--- src/rtl/hazard_stall_ctrl_if.sv ---
// Pipeline hazard interface: Decode/Execute hazard inputs toward the
// stall/flush controller, and the pipeline-register controls it returns.
interface hazard_stall_ctrl_if #(
  parameter int CNT_W = 32
);
  logic [4:0]       rs1_d;
  logic [4:0]       rs2_d;
  logic [4:0]       rd_e;
  logic             reg_write_e;
  logic             load_e;
  logic             mdu_start_e;
  logic             pc_src_e;
  logic             imem_ready;

  logic             stall_f;
  logic             stall_d;
  logic             flush_d;
  logic             flush_e;
  logic             stall_e;
  logic             mdu_busy;
  logic             imem_err;
  logic [CNT_W-1:0] stall_cnt;

  modport master (
    output rs1_d, rs2_d, rd_e, reg_write_e, load_e, mdu_start_e, pc_src_e, imem_ready,
    input  stall_f, stall_d, flush_d, flush_e, stall_e, mdu_busy, imem_err, stall_cnt
  );

  modport slave (
    input  rs1_d, rs2_d, rd_e, reg_write_e, load_e, mdu_start_e, pc_src_e, imem_ready,
    output stall_f, stall_d, flush_d, flush_e, stall_e, mdu_busy, imem_err, stall_cnt
  );
endinterface

--- src/rtl/hazard_stall_ctrl.sv ---
// Central stall/flush controller for the 5-stage pipeline.
// Drives PC / F-D / D-E register enables and flushes for load-use hazards,
// taken branches, imem wait states and multi-cycle MUL/DIV occupancy.
//
//  state    | meaning
//  ---------+-----------------------------------------------------------
//  RUN      | normal flow; a MUL/DIV start here stalls for its first cycle
//  MDU_BUSY | MUL/DIV still occupying Execute; front of pipe held
module hazard_stall_ctrl #(
  parameter int MDU_LAT      = 4,
  parameter int IMEM_TIMEOUT = 64,
  parameter int CNT_W        = 32
) (
  input  logic                clk,
  input  logic                rst,
  hazard_stall_ctrl_if.slave  bus
);

  // MDU counter holds MDU_LAT-2 at most; wait counter holds IMEM_TIMEOUT.
  localparam int MW = (MDU_LAT > 3) ? $clog2(MDU_LAT - 1) : 1;
  localparam int WW = $clog2(IMEM_TIMEOUT + 1);
  localparam bit MDU_MULTI = (MDU_LAT > 1);
  localparam logic [MW-1:0] MDU_LOAD = MW'((MDU_LAT > 1) ? (MDU_LAT - 2) : 0);
  localparam logic [WW-1:0] WAIT_MAX = WW'(IMEM_TIMEOUT);

  typedef enum logic [0:0] {RUN = 1'b0, MDU_BUSY = 1'b1} state_t;

  state_t           state_q, state_d;
  logic [MW-1:0]    mdu_cnt_q, mdu_cnt_d;
  logic [WW-1:0]    wait_q, wait_d;
  logic             imem_err_q;
  logic [CNT_W-1:0] stall_cnt_q;

  logic mdu_act;
  logic load_use;
  logic stall_f, stall_d, flush_d, flush_e, stall_e;

  // State and MDU occupancy counter register.
  always_ff @(posedge clk or negedge rst) begin
    if (!rst) begin
      state_q   <= RUN;
      mdu_cnt_q <= '0;
    end else begin
      state_q   <= state_d;
      mdu_cnt_q <= mdu_cnt_d;
    end
  end

  // Next-state, hazard priority resolution and stall/flush outputs.
  always_comb begin
    state_d   = state_q;
    mdu_cnt_d = mdu_cnt_q;
    stall_f   = 1'b0;
    stall_d   = 1'b0;
    flush_d   = 1'b0;
    flush_e   = 1'b0;
    stall_e   = 1'b0;

    load_use = bus.reg_write_e && bus.load_e && (bus.rd_e != 5'd0) &&
               ((bus.rd_e == bus.rs1_d) || (bus.rd_e == bus.rs2_d));
    mdu_act  = (state_q == MDU_BUSY) || (bus.mdu_start_e && MDU_MULTI);

    case (state_q)
      RUN: begin
        if (bus.mdu_start_e && MDU_MULTI) begin
          state_d   = MDU_BUSY;
          mdu_cnt_d = MDU_LOAD;
        end
      end
      MDU_BUSY: begin
        if (mdu_cnt_q == '0) state_d = RUN;
        else                 mdu_cnt_d = mdu_cnt_q - 1'b1;
      end
      default: state_d = RUN;
    endcase

    // Outputs are forced low while reset is held, independent of inputs.
    if (rst) begin
      if (mdu_act) begin
        stall_f = 1'b1;
        stall_d = 1'b1;
        stall_e = 1'b1;
      end else if (bus.pc_src_e) begin
        flush_d = 1'b1;
        flush_e = 1'b1;
      end else begin
        if (load_use) begin
          stall_f = 1'b1;
          stall_d = 1'b1;
          flush_e = 1'b1;
        end
        if (!bus.imem_ready) begin
          stall_f = 1'b1;
          flush_d = !load_use;
        end
      end
    end
  end

  // Imem watchdog: saturating wait counter, saturating value sets the sticky error.
  always_comb begin
    wait_d = wait_q;
    if (bus.imem_ready)          wait_d = '0;
    else if (wait_q != WAIT_MAX) wait_d = wait_q + 1'b1;
  end

  // Watchdog and stall performance counter registers.
  always_ff @(posedge clk or negedge rst) begin
    if (!rst) begin
      wait_q      <= '0;
      imem_err_q  <= 1'b0;
      stall_cnt_q <= '0;
    end else begin
      wait_q <= wait_d;
      if (wait_d == WAIT_MAX) imem_err_q <= 1'b1;
      if (stall_f && (stall_cnt_q != '1)) stall_cnt_q <= stall_cnt_q + 1'b1;
    end
  end

  assign bus.stall_f   = stall_f;
  assign bus.stall_d   = stall_d;
  assign bus.flush_d   = flush_d;
  assign bus.flush_e   = flush_e;
  assign bus.stall_e   = stall_e;
  assign bus.mdu_busy  = rst && (state_q == MDU_BUSY);
  assign bus.imem_err  = imem_err_q;
  assign bus.stall_cnt = stall_cnt_q;

endmodule

--- src/flat_wrapper.sv ---
// flat-port wrapper written by rule: the top's interface ports become plain ports
module hazard_stall_ctrl_flat 
#(
  parameter int MDU_LAT      = 4,
  parameter int IMEM_TIMEOUT = 64,
  parameter int CNT_W        = 32
)
  (clk, rst, bus_rs1_d, bus_rs2_d, bus_rd_e, bus_reg_write_e, bus_load_e, bus_mdu_start_e, bus_pc_src_e, bus_imem_ready, bus_stall_f, bus_stall_d, bus_flush_d, bus_flush_e, bus_stall_e, bus_mdu_busy, bus_imem_err, bus_stall_cnt);
  hazard_stall_ctrl_if #(.CNT_W(CNT_W)) bus_i ();
  input  logic clk;
  input  logic rst;
  input wire logic [$bits(bus_i.rs1_d)-1:0] bus_rs1_d;
  input wire logic [$bits(bus_i.rs2_d)-1:0] bus_rs2_d;
  input wire logic [$bits(bus_i.rd_e)-1:0] bus_rd_e;
  input wire logic [$bits(bus_i.reg_write_e)-1:0] bus_reg_write_e;
  input wire logic [$bits(bus_i.load_e)-1:0] bus_load_e;
  input wire logic [$bits(bus_i.mdu_start_e)-1:0] bus_mdu_start_e;
  input wire logic [$bits(bus_i.pc_src_e)-1:0] bus_pc_src_e;
  input wire logic [$bits(bus_i.imem_ready)-1:0] bus_imem_ready;
  output wire logic [$bits(bus_i.stall_f)-1:0] bus_stall_f;
  output wire logic [$bits(bus_i.stall_d)-1:0] bus_stall_d;
  output wire logic [$bits(bus_i.flush_d)-1:0] bus_flush_d;
  output wire logic [$bits(bus_i.flush_e)-1:0] bus_flush_e;
  output wire logic [$bits(bus_i.stall_e)-1:0] bus_stall_e;
  output wire logic [$bits(bus_i.mdu_busy)-1:0] bus_mdu_busy;
  output wire logic [$bits(bus_i.imem_err)-1:0] bus_imem_err;
  output wire logic [$bits(bus_i.stall_cnt)-1:0] bus_stall_cnt;
  assign bus_i.rs1_d = bus_rs1_d;
  assign bus_i.rs2_d = bus_rs2_d;
  assign bus_i.rd_e = bus_rd_e;
  assign bus_i.reg_write_e = bus_reg_write_e;
  assign bus_i.load_e = bus_load_e;
  assign bus_i.mdu_start_e = bus_mdu_start_e;
  assign bus_i.pc_src_e = bus_pc_src_e;
  assign bus_i.imem_ready = bus_imem_ready;
  assign bus_stall_f = bus_i.stall_f;
  assign bus_stall_d = bus_i.stall_d;
  assign bus_flush_d = bus_i.flush_d;
  assign bus_flush_e = bus_i.flush_e;
  assign bus_stall_e = bus_i.stall_e;
  assign bus_mdu_busy = bus_i.mdu_busy;
  assign bus_imem_err = bus_i.imem_err;
  assign bus_stall_cnt = bus_i.stall_cnt;
  hazard_stall_ctrl #(.MDU_LAT(MDU_LAT), .IMEM_TIMEOUT(IMEM_TIMEOUT), .CNT_W(CNT_W)) u_core (.clk(clk), .rst(rst), .bus(bus_i));
endmodule
--- config.mk ---
export PLATFORM = sky130hd
export DESIGN_NAME = hazard_stall_ctrl_flat
export DESIGN_NICKNAME = d
export VERILOG_FILES = /design/src/rtl/hazard_stall_ctrl_if.sv /design/src/rtl/hazard_stall_ctrl.sv /design/src/flat_wrapper.sv
export SDC_FILE = /design/constraint.sdc
export NUM_CORES = 1
export LEC_CHECK = 0
export ABC_AREA = 1
export CORE_MARGIN = 2
export CORE_UTILIZATION = 25
export CTS_BUF_LIST = sky130_fd_sc_hd__clkbuf_16
export CTS_CLUSTER_DIAMETER = 100
export DETAILED_ROUTE_END_ITERATION = 10
export MAX_ROUTING_LAYER = met4
export SYNTH_ARGS = -nofsm -noshare
export SYNTH_HDL_FRONTEND = slang
export SYNTH_SLANG_ARGS = --single-unit
export TNS_END_PERCENT = 100
--- constraint.sdc ---
create_clock -name clk -period 3.6 [get_ports clk]
set_input_delay 1.08 -clock clk [delete_from_list [all_inputs] [get_ports clk]]
set_output_delay 1.08 -clock clk [all_outputs]
set_load 0.1 [all_outputs]
# Word-level counts from Yosys, hierarchy flattened
# Cells that the tools add are included.
word_totals:
  wordCells: 52
  in_bits: 22
  out_inout_bits: 39
  register_bits: 43
classes:
  n_mux: 25
  add_sub_neg: 3
  eq_ne: 7
  bitwise: 1
  n_reduce_logical: 11
op_table:
  columns: ["op", "n"]
  rows:
  - ["$add A32 B1 Y32 const B", 1]
  - ["$ne A32 B32 Y1 const B", 1]
  - ["$mux W1", 19]
  - ["$mux W7", 2]
  - ["$eq A5 B5 Y1", 2]
  - ["$add A7 B1 Y7 const B", 1]
  - ["$eq A7 B7 Y1 const B", 1]
  - ["$ne A7 B7 Y1 const B", 1]
  - ["$logic_and A1 B1 Y1", 5]
  - ["$reduce_bool A5 Y1", 1]
  - ["$mux W2", 2]
  - ["$ne A2 B2 Y1 const B", 2]
  - ["$pmux W2 S2", 1]
  - ["$logic_not A2 Y1", 1]
  - ["$logic_or A1 B1 Y1", 2]
  - ["$pmux W1 S2", 1]
  - ["$reduce_and A2 Y1", 1]
  - ["$sub A2 B1 Y2 const B", 1]
  - ["$logic_not A1 Y1", 1]
  - ["$not A1 Y1", 1]

# Longest topological paths before layout
logic_depth:
  depth_word: 9
  depth_mapped: 12
  ltp_nobuf: 11

# Worst setup path before layout
# Ideal clock, no wire load.
synth_path:
  kind: "input-to-output"
  startpoint: "input port bus_mdu_start_e"
  endpoint: "output port bus_stall_d"
  t_required_ns: 2.520
  arrival_ns: 3.338
  setup_slack_ns: -0.818
  n_path_buf: 0
  path_stages: 4
  cell_sequence: "nor2_1 -> nor2_1 -> inv_1 -> nand2_1"
synth_between:
  elab_chain_cells: 3
synth_rtl:
  columns: ["item", "line", "text"]
  rows:
  - ["from (decl)", "flat_wrapper.sv:17", "input wire logic [$bits(bus_i.mdu_start_e)-1:0] bus_mdu_start_e;"]
  - ["$logic_or A1 B1 Y1", "hazard_stall_ctrl.sv:61", "mdu_act = (state_q == MDU_BUSY) || (bus.mdu_start_e && MDU_MULTI);"]
  - ["$mux W1", "hazard_stall_ctrl.sv:79", "if (mdu_act) begin"]
  - ["$mux W1", "hazard_stall_ctrl.sv:78", "if (rst) begin"]
  - ["to (decl)", "flat_wrapper.sv:21", "output wire logic [$bits(bus_i.stall_d)-1:0] bus_stall_d;"]
# No other way between the ends.

# Worst setup path after layout
layout_path:
  startpoint: "input port bus_rs1_d[2]"
  endpoint: "output port bus_flush_e"
layout_between:
  elab_chain_cells: 7
layout_rtl:
  columns: ["item", "line", "text"]
  rows:
  - ["from (decl)", "flat_wrapper.sv:12", "input wire logic [$bits(bus_i.rs1_d)-1:0] bus_rs1_d;"]
  - ["$eq A5 B5 Y1", "hazard_stall_ctrl.sv:60", "((bus.rd_e == bus.rs1_d) || (bus.rd_e == bus.rs2_d));"]
  - ["$logic_or A1 B1 Y1", "hazard_stall_ctrl.sv:60", null]
  - ["$logic_and A1 B1 Y1", "hazard_stall_ctrl.sv:59", "load_use = bus.reg_write_e && bus.load_e && (bus.rd_e != 5'd0) &&"]
  - ["$mux W1", "hazard_stall_ctrl.sv:87", "if (load_use) begin"]
  - ["$mux W1", "hazard_stall_ctrl.sv:83", "end else if (bus.pc_src_e) begin"]
  - ["$mux W1", "hazard_stall_ctrl.sv:79", null]
  - ["$mux W1", "hazard_stall_ctrl.sv:78", null]
  - ["to (decl)", "flat_wrapper.sv:23", "output wire logic [$bits(bus_i.flush_e)-1:0] bus_flush_e;"]
# No other way between the ends.

==> impl_metrics.tcl <==
set metrics [dict create \
    status "completed" \
    cts_buffers 5 \
    synth-seq-cells 43 \
    cts_buffer_depth 2 \
    drt-vias-per-instance 4.49 \
    syn_nets 470 \
    max_freq_mhz 287 \
    clkTransAtPathRegs_ns 0.06 \
    drt-pass1-iter-count 4 \
    num_io_pins 61 \
    initial_core_util_pct 25.8 \
    ir_drop_uv 262 \
    setup_violations 0 \
    syn_to_final_growth_pct 29.4 \
    finalCriticalPeriod_ns 3.48 \
    die_x_um 113 \
    clock_skew_ns 0.00220 \
    slowest_stage "clkdlybuf4s50_1" \
    final-hold-violation-count 0 \
    arrival_ns 2.40 \
    multi_input_area_um2 1570 \
    drc 0 \
    critPathTopFamily "buffers and inverters" \
    required_ns 2.52 \
    vias 2913 \
    drive_gt1_share_pct 12.6 \
    gp_congestion 0.897 \
    rsz0062_at_grt "false" \
    busiest_layer "met2" \
    place_hpwl_um 6130 \
    drv_cap 0 \
    postRouteAntennaNets 0 \
    cellLeakagePower_nw 2.00 \
    finalInstanceArea_um2 3820 \
    cts_root_buf "clkbuf_16" \
    timing.final.crit_share_pct 96.7 \
    synth_cells 444 \
    max_stage_delay_ns 0.47 \
    synth_area_leader_cell "dfrtp_1" \
    htreeDepth 2 \
    synth_seq_area_share_pct 36.4 \
    totalPowerFinal_mw 1.67 \
    grt_max_degree 45 \
    ys.warnings.count 0 \
    hp-class "register to register" \
    place_area_um2 3690 \
    track_usage_pct 13.3 \
    synth_area_um2 2950 \
    holdWs_ns 0.461 \
    use_met2_pct 20.7 \
    diodes 0 \
    post_drt_wl_per_cell_um 12.2 \
    crit_path_max_fanout 2 \
    path_cells "clkdlybuf4s50_1 -> xnor2_1 -> nand3_1 -> a21oi_2 -> o21ai_1 -> nor2_2 -> buf_12" \
    grt_pass1_wl_um 13500 \
    cp.buffers_inverters 2 \
    overflow 0 \
    antenna_found_initial 0 \
    die_area_um2 12700 \
    tightestPinTransition_ns 0.556 \
    post_cts_buffers 0 \
    met1_usage_pct 18.2 \
    nFillCells 1216 \
    clock_latency_ns 0.28 \
    grt_pass1_vias 2769 \
    relSlewSlack_pct 62.9 \
    setup.worst_path.class "input pin to output port" \
    grtUsageMet3_pct 2.46 \
    die_h_um 113 \
    setup-tns-final_ns 0 \
    cts_sinks 43 \
    synth.distinct_cells 27 \
    p_per_area_nw_per_um2 438 \
    netlist_top_cells_area "dfrtp_1 36%, nand2_1 19%, inv_1 9.1%, nand3_1 8.8%, nor2_1 5.0%" \
    num-nets-final 532 \
    start_kind "input pin" \
    port_buffers 60 \
    cp-end-kind "output port" \
    register_area_um2 1080 \
    wl_um 7900 \
    core_um2 11500 \
    num_rows 39 \
    drtIter0Drc 151 \
    synth_top_area_share_pct 36.4 \
    cts_tree "built" \
    slew_viol_final 0 \
    syn_area_per_cell_um2 6.65 \
]
==> what timing repair did <==
action	in CTS	in global routing
resized for setup	13	3
hold buffers	0	0
setup endpoints to repair	4	4
pin swaps	8	4
endpoints found under the hold margin	0	0
==> state kept, by name (all words and copies together) (netlist names) <==
name and cells:
u_core.bus.imem_err 1, u_core.mdu_cnt_q 2, u_core.state_q 1, u_core.bus.stall_cnt 32, u_core.wait_q 7
==> cell usage in the layout, fill, tap and decap left out, types with 3 or more instances in the layout <==
| cell | synthesis | routed |
|---|---|---|
| clkdlybuf4s50_1 | 0 | 7 |
| clkbuf_16 | 0 | 5 |
| buf_12 | 0 | 6 |
| nand3_1 | 52 | 52 |
| nor2_2 | 3 | 4 |
| nor3_1 | 21 | 21 |
| xor2_1 | 16 | 16 |
| dlygate4sd2_1 | 0 | 11 |
| ha_1 | 4 | 4 |
| buf_4 | 0 | 36 |
| nand2_1 | 147 | 147 |
| inv_1 | 72 | 72 |
| nand4_1 | 10 | 10 |
| nand3_2 | 4 | 3 |
| nor2_1 | 39 | 37 |
| xnor2_1 | 5 | 5 |
| o21ai_0 | 5 | 4 |
| dfrtp_1 | 43 | 43 |
==> area by class of cell <==
cell class                      count  share of cell area (%)
Clock buffer                        5                    3.27
Clock inverter                      2                   0.229
Inverter                           73                    7.17
Multi-Input combinational cell    320                    41.1
Sequential cell                    43                    28.2
Tap cell                          143                    4.68
Timing Repair Buffer               63                    15.4
==> Yosys cell counts <==
library cell	number
nand3b_1	2
nor2_4	1
nand4_1	10
a22oi_1	1
clkinv_1	1
nor2_1	39
o21ai_0	5
or2_2	1
nor2_2	3
inv_1	72
and3_1	1
buf_6	2
a21oi_1	3
nand3_1	52
nand3_2	4
buf_2	6
ha_1	4
nor3_2	1
dfrtp_1	43
nor4_1	1
xnor2_1	5
xor2_1	16
nor3_4	1
nor3_1	21
nand2_1	147
o21bai_1	1
nand2_2	1
==> worst min-delay path: stages (launching register included) <==
cell	delay [ns]
dfrtp_1	0.34
inv_1	0.04
nand2_1	0.05
==> power by group <==
group	leakage (nW)	internal, mW	total, mW	switching (mW)
registers	0.579	0.532	0.589	0.0569
clock network	0.0671	0.249	0.425	0.176
logic	1.35	0.177	0.661	0.484
total	2.00	0.958	1.67	0.717
==> cells by family after synthesis <==
logic type	share of synthesized area, %
adder cells (fa/ha/maj)	1.69
AND/OR/NAND/NOR	42.7
XOR/XNOR	6.23
flip-flops	36.4
AO/OA/AOI/OAI	1.86
buffers and inverters	11.1
==> stage by stage <==
step	cells	worst slack (ns)	util [%]
2_1_floorplan	444	0.0444	-
3_3_place_gp	642	-0.0526	32.1
3_5_place_dp	642	-0.171	32.1
4_1_cts	649	0.0128	33.2
5_1_grt	649	0.0435	33.3
6_report	649	0.121	33.3
==> metal layers <==
metal / vias up / wire length, um
met5: - / 0
met4: 0 / 99
met3: 13 / 288
met2: 60 / 3610
met1: 1327 / 3910
li1: 1513 / -
==> worst paths after layout <==
kind / startpoint / to / slack, ns / cells past startpoint
max: bus_rs1_d[2] / bus_flush_e / 0.12 / 7
min: u_core.bus.imem_err$_DFFE_PN0N_ / u_core.bus.imem_err$_DFFE_PN0N_ / 0.46 / 2
max reg2reg: u_core.bus.stall_cnt[0]$_DFFE_PN0P_ / u_core.bus.stall_cnt[7]$_DFFE_PN0P_ / 0.99 / 9
min reg2reg: u_core.bus.imem_err$_DFFE_PN0N_ / u_core.bus.imem_err$_DFFE_PN0N_ / 0.46 / 2
max in group asynchronous: rst / u_core.bus.stall_cnt[5]$_DFFE_PN0P_ / 2.21 / 2
min in group asynchronous: rst / u_core.bus.stall_cnt[2]$_DFFE_PN0P_ / 1.01 / 2
(Power assumes the default switching activity.)
